$ cat src/rtl/riscv_ctrl_pkg.sv
// Shared definitions for the multicycle RV32I control sequencer:
// FSM state encodings, opcode constants, ALU control/op codes and the
// mux-select encodings driven onto the datapath.
package riscv_ctrl_pkg;

  typedef enum logic [3:0] {
    S_FETCH    = 4'd0,
    S_DECODE   = 4'd1,
    S_MEMADR   = 4'd2,
    S_MEMREAD  = 4'd3,
    S_MEMWB    = 4'd4,
    S_MEMWRITE = 4'd5,
    S_EXECR    = 4'd6,
    S_EXECI    = 4'd7,
    S_ALUWB    = 4'd8,
    S_BEQ      = 4'd9,
    S_JAL      = 4'd10
  } state_t;

  localparam logic [6:0] OP_LW  = 7'b0000011;
  localparam logic [6:0] OP_SW  = 7'b0100011;
  localparam logic [6:0] OP_R   = 7'b0110011;
  localparam logic [6:0] OP_I   = 7'b0010011;
  localparam logic [6:0] OP_BEQ = 7'b1100011;
  localparam logic [6:0] OP_JAL = 7'b1101111;

  typedef enum logic [2:0] {
    ALU_ADD = 3'b000,
    ALU_SUB = 3'b001,
    ALU_AND = 3'b010,
    ALU_OR  = 3'b011,
    ALU_SLT = 3'b101
  } alu_ctl_t;

  typedef enum logic [1:0] {
    ALUOP_ADD   = 2'b00,
    ALUOP_SUB   = 2'b01,
    ALUOP_FUNCT = 2'b10
  } alu_op_t;

  localparam logic [1:0] RES_ALUOUT    = 2'b00;
  localparam logic [1:0] RES_DATA      = 2'b01;
  localparam logic [1:0] RES_ALURESULT = 2'b10;

  localparam logic [1:0] SRC_A_PC    = 2'b00;
  localparam logic [1:0] SRC_A_OLDPC = 2'b01;
  localparam logic [1:0] SRC_A_RD1   = 2'b10;

  localparam logic [1:0] SRC_B_RD2  = 2'b00;
  localparam logic [1:0] SRC_B_IMM  = 2'b01;
  localparam logic [1:0] SRC_B_FOUR = 2'b10;

  localparam logic [1:0] IMM_I = 2'b00;
  localparam logic [1:0] IMM_S = 2'b01;
  localparam logic [1:0] IMM_B = 2'b10;
  localparam logic [1:0] IMM_J = 2'b11;

endpackage

$ cat src/rtl/alu_decoder.sv
// Combinational ALU control decode.
//   alu_op      : 00 add, 01 sub, 10 decode from funct fields
//   funct3      : Instr[14:12]
//   op_b5       : Instr[5], distinguishes R-type (1) from I-type (0)
//   funct7b5    : Instr[30]
//   alu_control : ALU operation code
module alu_decoder
  import riscv_ctrl_pkg::*;
(
  input  logic [1:0] alu_op,
  input  logic [2:0] funct3,
  input  logic       op_b5,
  input  logic       funct7b5,
  output logic [2:0] alu_control
);

  // NOTE: every variable written in always_comb gets a default first so no
  // path leaves it unassigned, which would otherwise infer a latch.
  always_comb begin
    alu_control = ALU_ADD;
    case (alu_op)
      ALUOP_SUB: alu_control = ALU_SUB;
      ALUOP_FUNCT: begin
        case (funct3)
          // Only R-type uses funct7b5 to select sub; addi with Instr[30]
          // set is still an add.
          3'b000:  alu_control = (op_b5 & funct7b5) ? ALU_SUB : ALU_ADD;
          3'b010:  alu_control = ALU_SLT;
          3'b110:  alu_control = ALU_OR;
          3'b111:  alu_control = ALU_AND;
          default: alu_control = ALU_ADD;
        endcase
      end
      default: alu_control = ALU_ADD;
    endcase
  end

endmodule

$ cat src/rtl/multicycle_controller.sv
// Control sequencer for a multicycle RV32I datapath with a shared
// instruction/data memory and a single ALU.
//   clk, rst_n              : clock, asynchronous active-low reset
//   op, funct3, funct7b5    : fields of the latched instruction
//   zero                    : ALU zero flag (branch resolution)
//   mem_ready               : memory completes the current access this cycle
//   pc_write, ir_write      : PC and IR/OldPC load enables
//   adr_src, mem_write      : memory address select and write strobe
//   result_src, alu_src_a/b : datapath mux selects
//   alu_control, imm_src    : ALU operation and immediate format
//   reg_write               : register file write enable
//   instr_done              : pulse on the last cycle of every instruction
//   illegal_instr           : pulse in DECODE for an unsupported opcode
module multicycle_controller
  import riscv_ctrl_pkg::*;
#(
  parameter state_t RESET_STATE = S_FETCH
) (
  input  logic       clk,
  input  logic       rst_n,
  input  logic [6:0] op,
  input  logic [2:0] funct3,
  input  logic       funct7b5,
  input  logic       zero,
  input  logic       mem_ready,
  output logic       pc_write,
  output logic       adr_src,
  output logic       mem_write,
  output logic       ir_write,
  output logic [1:0] result_src,
  output logic [1:0] alu_src_a,
  output logic [1:0] alu_src_b,
  output logic [2:0] alu_control,
  output logic [1:0] imm_src,
  output logic       reg_write,
  output logic       instr_done,
  output logic       illegal_instr
);

  state_t     state, next_state;
  alu_op_t    alu_op;
  logic       pc_update, branch;
  logic       ir_write_c, mem_write_c, reg_write_c, done_c, illegal_c;

  // NOTE: sequential state uses non-blocking assignments so every register
  // samples its input from before the clock edge.
  always_ff @(posedge clk or negedge rst_n) begin
    if (!rst_n) state <= RESET_STATE;
    else        state <= next_state;
  end

  always_comb begin
    next_state  = S_FETCH;
    adr_src     = 1'b0;
    result_src  = RES_ALUOUT;
    alu_src_a   = SRC_A_PC;
    alu_src_b   = SRC_B_RD2;
    alu_op      = ALUOP_ADD;
    pc_update   = 1'b0;
    branch      = 1'b0;
    ir_write_c  = 1'b0;
    mem_write_c = 1'b0;
    reg_write_c = 1'b0;
    done_c      = 1'b0;
    illegal_c   = 1'b0;

    case (state)
      S_FETCH: begin
        alu_src_b  = SRC_B_FOUR;
        result_src = RES_ALURESULT;
        ir_write_c = mem_ready;
        pc_update  = mem_ready;
        next_state = mem_ready ? S_DECODE : S_FETCH;
      end
      S_DECODE: begin
        // Precompute the branch target into ALUOut while decoding.
        alu_src_a = SRC_A_OLDPC;
        alu_src_b = SRC_B_IMM;
        case (op)
          OP_LW, OP_SW: next_state = S_MEMADR;
          OP_R:         next_state = S_EXECR;
          OP_I:         next_state = S_EXECI;
          OP_BEQ:       next_state = S_BEQ;
          OP_JAL:       next_state = S_JAL;
          default: begin
            illegal_c  = 1'b1;
            done_c     = 1'b1;
            next_state = S_FETCH;
          end
        endcase
      end
      S_MEMADR: begin
        alu_src_a  = SRC_A_RD1;
        alu_src_b  = SRC_B_IMM;
        next_state = op[5] ? S_MEMWRITE : S_MEMREAD;
      end
      S_MEMREAD: begin
        adr_src    = 1'b1;
        next_state = mem_ready ? S_MEMWB : S_MEMREAD;
      end
      S_MEMWB: begin
        result_src  = RES_DATA;
        reg_write_c = 1'b1;
        done_c      = 1'b1;
      end
      S_MEMWRITE: begin
        // The strobe stays up through the cycle the memory accepts it.
        adr_src     = 1'b1;
        mem_write_c = 1'b1;
        done_c      = mem_ready;
        next_state  = mem_ready ? S_FETCH : S_MEMWRITE;
      end
      S_EXECR: begin
        alu_src_a  = SRC_A_RD1;
        alu_op     = ALUOP_FUNCT;
        next_state = S_ALUWB;
      end
      S_EXECI: begin
        alu_src_a  = SRC_A_RD1;
        alu_src_b  = SRC_B_IMM;
        alu_op     = ALUOP_FUNCT;
        next_state = S_ALUWB;
      end
      S_ALUWB: begin
        reg_write_c = 1'b1;
        done_c      = 1'b1;
      end
      S_BEQ: begin
        alu_src_a = SRC_A_RD1;
        alu_op    = ALUOP_SUB;
        branch    = 1'b1;
        done_c    = 1'b1;
      end
      S_JAL: begin
        // PC takes the target from ALUOut while the ALU forms OldPC+4 for rd.
        alu_src_a  = SRC_A_OLDPC;
        alu_src_b  = SRC_B_FOUR;
        pc_update  = 1'b1;
        next_state = S_ALUWB;
      end
      default: next_state = S_FETCH;
    endcase
  end

  always_comb begin
    case (op)
      OP_SW:   imm_src = IMM_S;
      OP_BEQ:  imm_src = IMM_B;
      OP_JAL:  imm_src = IMM_J;
      default: imm_src = IMM_I;
    endcase
  end

  alu_decoder u_alu_decoder (
    .alu_op      (alu_op),
    .funct3      (funct3),
    .op_b5       (op[5]),
    .funct7b5    (funct7b5),
    .alu_control (alu_control)
  );

  // Enables are gated by rst_n so nothing is written while reset is held,
  // even though FETCH would otherwise follow mem_ready.
  assign pc_write      = rst_n & (pc_update | (branch & zero));
  assign ir_write      = rst_n & ir_write_c;
  assign mem_write     = rst_n & mem_write_c;
  assign reg_write     = rst_n & reg_write_c;
  assign instr_done    = rst_n & done_c;
  assign illegal_instr = rst_n & illegal_c;

endmodule

$ cat config.mk
export PLATFORM = sky130hd
export DESIGN_NAME = multicycle_controller
export DESIGN_NICKNAME = d
export VERILOG_FILES = /design/src/rtl/riscv_ctrl_pkg.sv /design/src/rtl/alu_decoder.sv /design/src/rtl/multicycle_controller.sv
export SDC_FILE = /design/constraint.sdc
export NUM_CORES = 1
export LEC_CHECK = 0
export CAP_MARGIN = 15
export CORE_MARGIN = 1.5
export CORE_UTILIZATION = 35
export CTS_CLUSTER_SIZE = 20
export DETAILED_ROUTE_END_ITERATION = 8
export HOLD_SLACK_MARGIN = 0.05
export PLACE_DENSITY_LB_ADDON = 0.15
export REMOVE_ABC_BUFFERS = 1
export SETUP_SLACK_MARGIN = 0.5
export SLEW_MARGIN = 20
export SYNTH_ARGS = -nofsm -noshare
export SYNTH_HDL_FRONTEND = slang
export SYNTH_SLANG_ARGS = --single-unit
$ cat constraint.sdc
create_clock -name clk -period 4.46 [get_ports clk]
set_clock_uncertainty 0.2 [all_clocks]
set_input_delay 0.892 -clock clk [delete_from_list [all_inputs] [get_ports clk]]
set_output_delay 0.892 -clock clk [all_outputs]
set_load 0.1 [all_outputs]
[Yosys cells after proc, flatten, opt, wreduce, memory -nomap -nowiden]
Cells that the tools add are included.
Cells by class
  $add $sub $neg: 0
  $mul: 0
  divide/modulo/power cells: 0
  magnitude comparators: 0
  equality and inequality tests: 21
  shifts and indexed selects: 0
  mux-type cells: 23
  bitwise operators: 9
  reduce and logical (&&, ||, !) cells: 13
Operators by type and width (number)
  one-hot mux 4 bit (6 select lines): 1
  one-hot mux 4 bit (5 select lines): 1
  == test 4 x 3 -> 1 bit (second input constant): 4
  one-hot mux 2 bit (2 select lines): 4
  == test 7 x 6 -> 1 bit (second input constant): 2
  == test 7 bit (second input constant): 2
  == test 4 bit (second input constant): 3
  one-hot mux 3 bit (4 select lines): 1
  OR reduction 2 bit: 6
  2-to-1 mux 1 bit: 9
  2-to-1 mux 3 bit: 3
  OR reduction 3 bit: 3
  AND 1 bit: 8
  == test 4 x 2 -> 1 bit (second input constant): 2
  == test 7 x 2 -> 1 bit (second input constant): 1
  == test 7 x 5 -> 1 bit (second input constant): 1
  == test 3 bit (second input constant): 2
  one-hot mux 2 bit (3 select lines): 1
  one-hot mux 3 bit (2 select lines): 1
  OR reduction 6 bit: 1
  == test 4 x 1 -> 1 bit (second input constant): 1
  zero test 4 bit: 1
  OR reduction 4 bit: 1
  == test 3 x 2 -> 1 bit (second input constant): 1
  6 further kinds: 6
Word-level totals
  flip-flop bits (word level): 4
  latch bits: 0
  RAM bits: 0
  memory bits (read-only): 0
  bits of input ports: 15
  output and inout port bits: 18
  logic and storage cells: 67
  memories: 0

[Logic depth before layout (Yosys ltp)]
Gate-level depths: netlist (run 1).
  depth in word-level cells: 5
  depth in mapped cells: 7
  depth with buffers taken out: 6

[Hierarchy]
From an unflattened synthesis (run 1), not the netlist that was laid out.
Unflattened totals
  cell total of the unflattened synthesis: 91
  area total of the unflattened synthesis: 676.9 µm²
Modules (own cells, without submodules)
  multicycle_controller: times used 1, cells each 80, area each 580.6 µm², sequential area each 100.1 µm²
  alu_decoder: times used 1, cells each 11, area each 96.3 µm², sequential area each 0.0 µm²

[Least setup slack after synthesis (run 1)]
No wires, ideal clock.
  path kind: input -> output
  start: input port rst_n
  end: output port reg_write
  arrival: 5.560 ns
  required time: 3.368 ns
  slack: -2.192 ns
  stages on the path: 2
  path buffers: 0
  path through: inv_1 > a2111oi_0
On the way
  word-level cells in the longest chain between the ends: 1
Ends and longest elaborated chain
  start: declaration: line multicycle_controller.sv:20  | input logic rst_n,
  AND 1 bit: line multicycle_controller.sv:167  | assign reg_write = rst_n & reg_write_c;
  end: declaration: line multicycle_controller.sv:35  | output logic reg_write,
Every way passes these cells.

[Worst setup path after layout (run 1)]
  start: input port op[6]
  end: output port instr_done
On the way
  word-level cells in the longest chain between the ends: 5
  elaborated cells on any way between the ends: 10
  classes of those cells: 6 x eq/ne; 2 x mux; 1 x bitwise; 1 x reduce/logical
Ends and longest elaborated chain
  start: declaration: line multicycle_controller.sv:21  | input logic [6:0] op,
  == test 7 bit (tied with other cells): line multicycle_controller.sv:79  | case (op)
  OR reduction 6 bit (no line) (*)
  2-to-1 mux 1 bit (*): line multicycle_controller.sv:79
  one-hot mux 1 bit (3 select lines) (*): line multicycle_controller.sv:67  | case (state)
  AND 1 bit (*): line multicycle_controller.sv:168  | assign instr_done = rst_n & done_c;
  end: declaration: line multicycle_controller.sv:36  | output logic instr_done,
Mark *: on every way between the ends. The rest lies on a longest branch, timed or not.

==> impl_metrics.toml, run 1 <==
[run_status]
status = "finished, final reports clean"

[grt]
grt_pass1_wl_um = 2570
grt_max_degree = 18
antenna_found_initial = 0
track_usage_pct = 16.3
grt-ovfl-total = 0
grt_pass1_vias = 645

[cells_and_area]
finalInstanceArea_um2 = 971
biggestRegsByFlops = "state: 4 flops"
largest_reg_flops = 4
largest-register = "state"
drive_above_1_share_pct = 16.1
fin_nets = 137
antenna_cells = 0
final_util_pct = 56.2
syn_to_final_growth_pct = 49.2

[detailed_routing]
dr.first_iter.drc_count = 2
via_per_inst = 5.15
drcViolationCount = 0
drt_pass1_iterations = 3
wirelength_um = 1610
wl_per_cell_um = 11.3
vias = 736
postRouteAntennaNets = 0

[synthesis]
synth.avg_cell_area_um2 = 7.48
synth_top_area_share_pct = 15.4
ys_types = 40
ys_seq_area_share_pct = 15.4
synth_edf_count = 0
ys_ff_latch = 4
synth_warnings = 0
syn_inst = 87
synth_ff_type = "dfrtp_1"
yosysTopAreaCell = "dfrtp_1"
synth_area_leaders = "dfrtp_1 (15%), nor2b_1 (5.8%), mux2i_1 (4.6%), and3_1 (3.8%), ha_1 (3.8%)"
postSynth.asyncResetShare_pct = 100
synth_area_um2 = 651

[floorplan]
dieArea_um2 = 2130
die_width_um = 46.1
start_util_pct = 37.7
fp.coreArea_um2 = 1730
die_h_um = 46.1
num_rows = 15
num_io_pins = 33

[critical_path]
cp.arrival_ns = 2.53
required_ns = 3.37
cp-end-kind = "output pin"
path_class = "input port to output pin"
critical_path.startpoint_type = "input port"
critPathMaxFanout = 6

[placement]
gp_congestion = 0.747
placed_cell_area_um2 = 948
portBuffers = 32
dpl.hpwl_um = 1270

[clocking]
post-cts-setup-buffers = 0
clk_latency_ns = 0.23
cts.clk_slew.worst_paths_ns = 0.04
clk_path_buf_depth = 2
ctsHoldBuffers = 0
cts_buffers = 3
cts_sinks = 4
cts.htree.levels = 1
cts_tree = "built"
root_buffer = "clkbuf_4"
cts_resized = 0

[pwr]
p_total_uw = 225
vdd_drop_max_mv = 0.122
switching_share_pct = 52.0
pwr-share-seq_pct = 19.8
p_per_area_nw_per_um2 = 232
combinationalPowerShare_pct = 60.2
p_sw_uw = 117
leakage_nw = 0.422
clkPwrFrac_pct = 20.0
p_int_uw = 108

[timing]
slew_viol_final = 0
finalSetupViolCount = 0
min_period_ns = 3.62
fmax_mhz = 276
finalHoldViolations = 0
tightest_slew_ns = 0.961
max_slew_margin_pct = 35.7
grt_setup_unrepaired = "no"
period_share_pct = 81.2

[hold_path]
min_path_type = "flip-flop to flip-flop"

[job]
drv_cap = 0
-- through the flow --
| stage | instances | worst slack, ns | setup TNS [ns] | hold slack [ns] |
|---|---|---|---|---|
| 2_1_floorplan | 83 | -2.19 | -4.33 | 0.396 |
| 6_report | 143 | 0.837 | 0 | 0.642 |
| 3_3_place_gp | 140 | 0.875 | 0 | 0.633 |
| 5_1_grt | 143 | 0.689 | 0 | 0.698 |
| 4_1_cts | 143 | 0.846 | 0 | 0.649 |
| 3_5_place_dp | 140 | 0.846 | 0 | 0.638 |
-- power by group through the flow --
stage / Clock (mW) / Combinational [mW] / Sequential (mW)
after floorplan: 0 / 0.0994 / 0.0433
after global placement: 0 / 0.135 / 0.0449
after detailed placement: 0 / 0.136 / 0.0449
after CTS: 0.0475 / 0.136 / 0.0445
after global routing: 0.0493 / 0.143 / 0.0452
final: 0.0449 / 0.136 / 0.0446
-- final cells by class --
type | count | area [um^2]
multi-input combinational | 73 | 509
tap | 25 | 31.3
fill | 177 | 756
clock buffer | 3 | 22.5
sequential | 4 | 100
timing repair buffer | 32 | 285
inverter | 6 | 22.5
-- worst max-delay path, cell delays in order --
cell	delay (ns)
clkdlybuf4s50_1	0.51
or3_1	0.34
a221oi_1	0.39
o32ai_1	0.13
buf_4	0.25
-- worst paths after layout --
path	start	cells past startpoint	slack (ns)	endpoint
max in group asynchronous	rst_n	1	3.13	state[0]
worst max register to register	state[1]	3	2.51	state[2]
worst max-delay path	op[6]	5	0.84	instr_done
min in group asynchronous	rst_n	1	0.71	state[1]
worst min register to register	state[3]	1	0.64	state[0]
worst min-delay path	state[3]	1	0.64	state[0]
-- cell families after synthesis --
group	count (synthesis)	share of synthesized area, %
AO/OA/AOI/OAI	22	25.2
adder cells (fa/ha/maj)	2	3.85
XOR/XNOR	1	1.35
buffers and inverters	10	6.34
multiplexers	3	4.62
flip-flops	4	15.4
AND/OR/NAND/NOR	45	43.3
-- layout by cell type (no fill, tap or decap), types with 4 or more instances in the layout --
cell type / synthesis / final
and3_1: 4 / 4
buf_4: 0 / 14
dfrtp_1: 4 / 4
nand2_1: 6 / 6
inv_1: 6 / 6
clkdlybuf4s50_1: 0 / 18
nor2b_1: 6 / 6
nor2_1: 6 / 6
-- synthesized netlist by cell type (3+ instances only) --
master / instances
a211oi_1: 3
nand2_1: 6
and3_1: 4
o21ai_0: 3
nor2b_1: 6
a21oi_1: 3
dfrtp_1: 4
inv_1: 6
nand2b_1: 3
mux2i_1: 3
buf_2: 3
nor2_1: 6
-- layer usage --
metal / vias to the layer above / wire (um) / global-route usage (%)
li1: 387 / - / -
met1: 329 / 765 / 19.9
met2: 20 / 784 / 29.2
met3: 0 / 59 / 1.18
met4: 0 / 0 / 6.86
met5: - / 0 / 0
Power figures use the tool's default switching activity.
==> inputs of run 2 (changes only) <==
- clock period: 4.46 -> 3.3 ns (I/O delays scaled with it)
==> run 2 against run 1 <==
  * Critical path depth did not move
  * Flip-flop and latch count did not move
  * Utilization rose by 16 points
  * Combinational power rose by 60%
  * Sequential share of layout area fell by 2.0 points
  * Global-route usage rose by 1.9 points
  * Die area did not move
  * Final cell count rose by 8.4%
  * Largest power group unchanged
  * Critical endpoint unchanged
==> impl_metrics.toml, run 2 (synthesized netlist as in run 1, its figures left out) <==
[timing]
fmax_mhz = 361
finalHoldViolations = 0
fin_setup_tns_ns = 0
min_period_ns = 2.77
period_share_pct = 84.0
tightest_slew_ns = 0.378
grt_setup_unrepaired = "yes"
finalSetupViolCount = 0
slew_viol_final = 0
max_slew_margin_pct = 74.6

[detailed_routing]
vias = 823
wl_met3_um = 93
wl_met2_um = 1080
topRoutingLayerUsed = "met3"
wl_per_cell_um = 12.4
drt_pass1_iterations = 4
drcViolationCount = 0
dr.first_iter.drc_count = 13
wl_met1_um = 754
via_per_inst = 5.31
postRouteAntennaNets = 0
wirelength_um = 1930

[floorplan]
num_io_pins = 33
dieArea_um2 = 2130
fp.coreArea_um2 = 1730
die_width_um = 46.1
die_h_um = 46.1
start_util_pct = 37.7
num_rows = 15

[pwr]
vdd_drop_max_mv = 0.178
leakage_nw = 0.549
p_total_uw = 334
p_per_area_nw_per_um2 = 266

[clocking]
cts.clk_slew.worst_paths_ns = 0.04
root_buffer = "clkbuf_4"
ctsHoldBuffers = 0
clk_latency_ns = 0.23
cts_sinks = 4
cts_buffers = 3
cts.htree.levels = 1
cts_tree = "built"
clk_path_buf_depth = 2

[critical_path]
path_class = "input port to output pin"
cp.arrival_ns = 1.91
critPathMaxFanout = 3
required_ns = 2.44
critical_path.startpoint_type = "input port"
cp-end-kind = "output pin"

[run_status]
status = "finished, final reports clean"

[cells_and_area]
syn_to_final_growth_pct = 92.7
antenna_cells = 0
multi_input_area_um2 = 582
biggestRegsByFlops = "state: 4 flops"
nFillCells = 135
largest-register = "state"
finalInstanceArea_um2 = 1250
final_cell_mix = "buf_4 (19), buf_12 (11), clkdlybuf4s50_1 (8)"
final_util_pct = 72.6
layout_commonest_cell = "buf_4"
fin_nets = 149
largest_reg_flops = 4
drive_above_1_share_pct = 36.9
ff_latch_area_um2 = 104

[placement]
gp_congestion = 0.841
dpl.hpwl_um = 1430
portBuffers = 32
placed_cell_area_um2 = 1140

[grt]
track_usage_pct = 18.3
grt_max_degree = 12
grt_pass1_vias = 731
antenna_found_initial = 0
grt_pass1_wl_um = 2940
grt-ovfl-total = 0

[job]
drv_cap = 0

[hold_path]
min_path_type = "flip-flop to flip-flop"
[run 2: cell types whose count changed in the layout (fill, tap and decap cells not counted), sizes merged]
cell,before,now
buf,14,30
clkdlybuf4s50,18,8
dlygate4sd2,0,5
clkbuf,3,4
[run 2: final timing paths]
kind | startpoint | end | slack [ns] | cells after the start
worst max register to register | state[3] | state[2] | 1.31 | 4
worst max-delay path | op[6] | instr_done | 0.53 | 5
worst min-delay path | state[3] | state[0] | 0.42 | 1
min in group asynchronous | rst_n | state[2] | 0.53 | 2
worst min register to register | state[3] | state[0] | 0.42 | 1
max in group asynchronous | rst_n | state[0] | 2.24 | 2
[run 2: per-stage QoR]
step	hold slack, ns	worst slack, ns	instances
2_1_floorplan	0.164	-3.01	83
3_3_place_gp	0.365	0.185	149
3_5_place_dp	0.377	0.158	149
4_1_cts	0.395	0.483	152
5_1_grt	0.465	0.487	155
6_report	0.423	0.527	155
[run 2: repair_timing]
action                     in CTS  in global routing
hold endpoints to repair        0                  0
setup buffers                   0                  3
setup endpoints to repair       5                  5
pin swaps                       6                  3
resized for setup              16                  8
[run 2: routing by layer]
layer  GRT usage [%]  up-vias
li1                -      409
met1            21.8      381
met2            35.3       33
met3               0        0
met4            5.14        0
met5               0        -
[run 2: critical path, stage by stage]
cell and delay, ns:
dlygate4sd2_1 0.26, or3_4 0.38, a221oi_4 0.28, o32ai_2 0.14
buf_12 0.19
[run 2: area by class of cell]
class / instances / share of cell area, %
flip-flops and latches: 4 / 8.28
multi-input cells: 73 / 46.4
inverters: 6 / 1.80
repair buffers: 44 / 39.2
well taps: 25 / 2.50
clock buffers: 3 / 1.80
[run 2: where the power goes]
group	internal [mW]	switching, mW
clock	0.0406	0.0191
sequential	0.0521	0.00512
combinational	0.0720	0.145
total	0.165	0.169
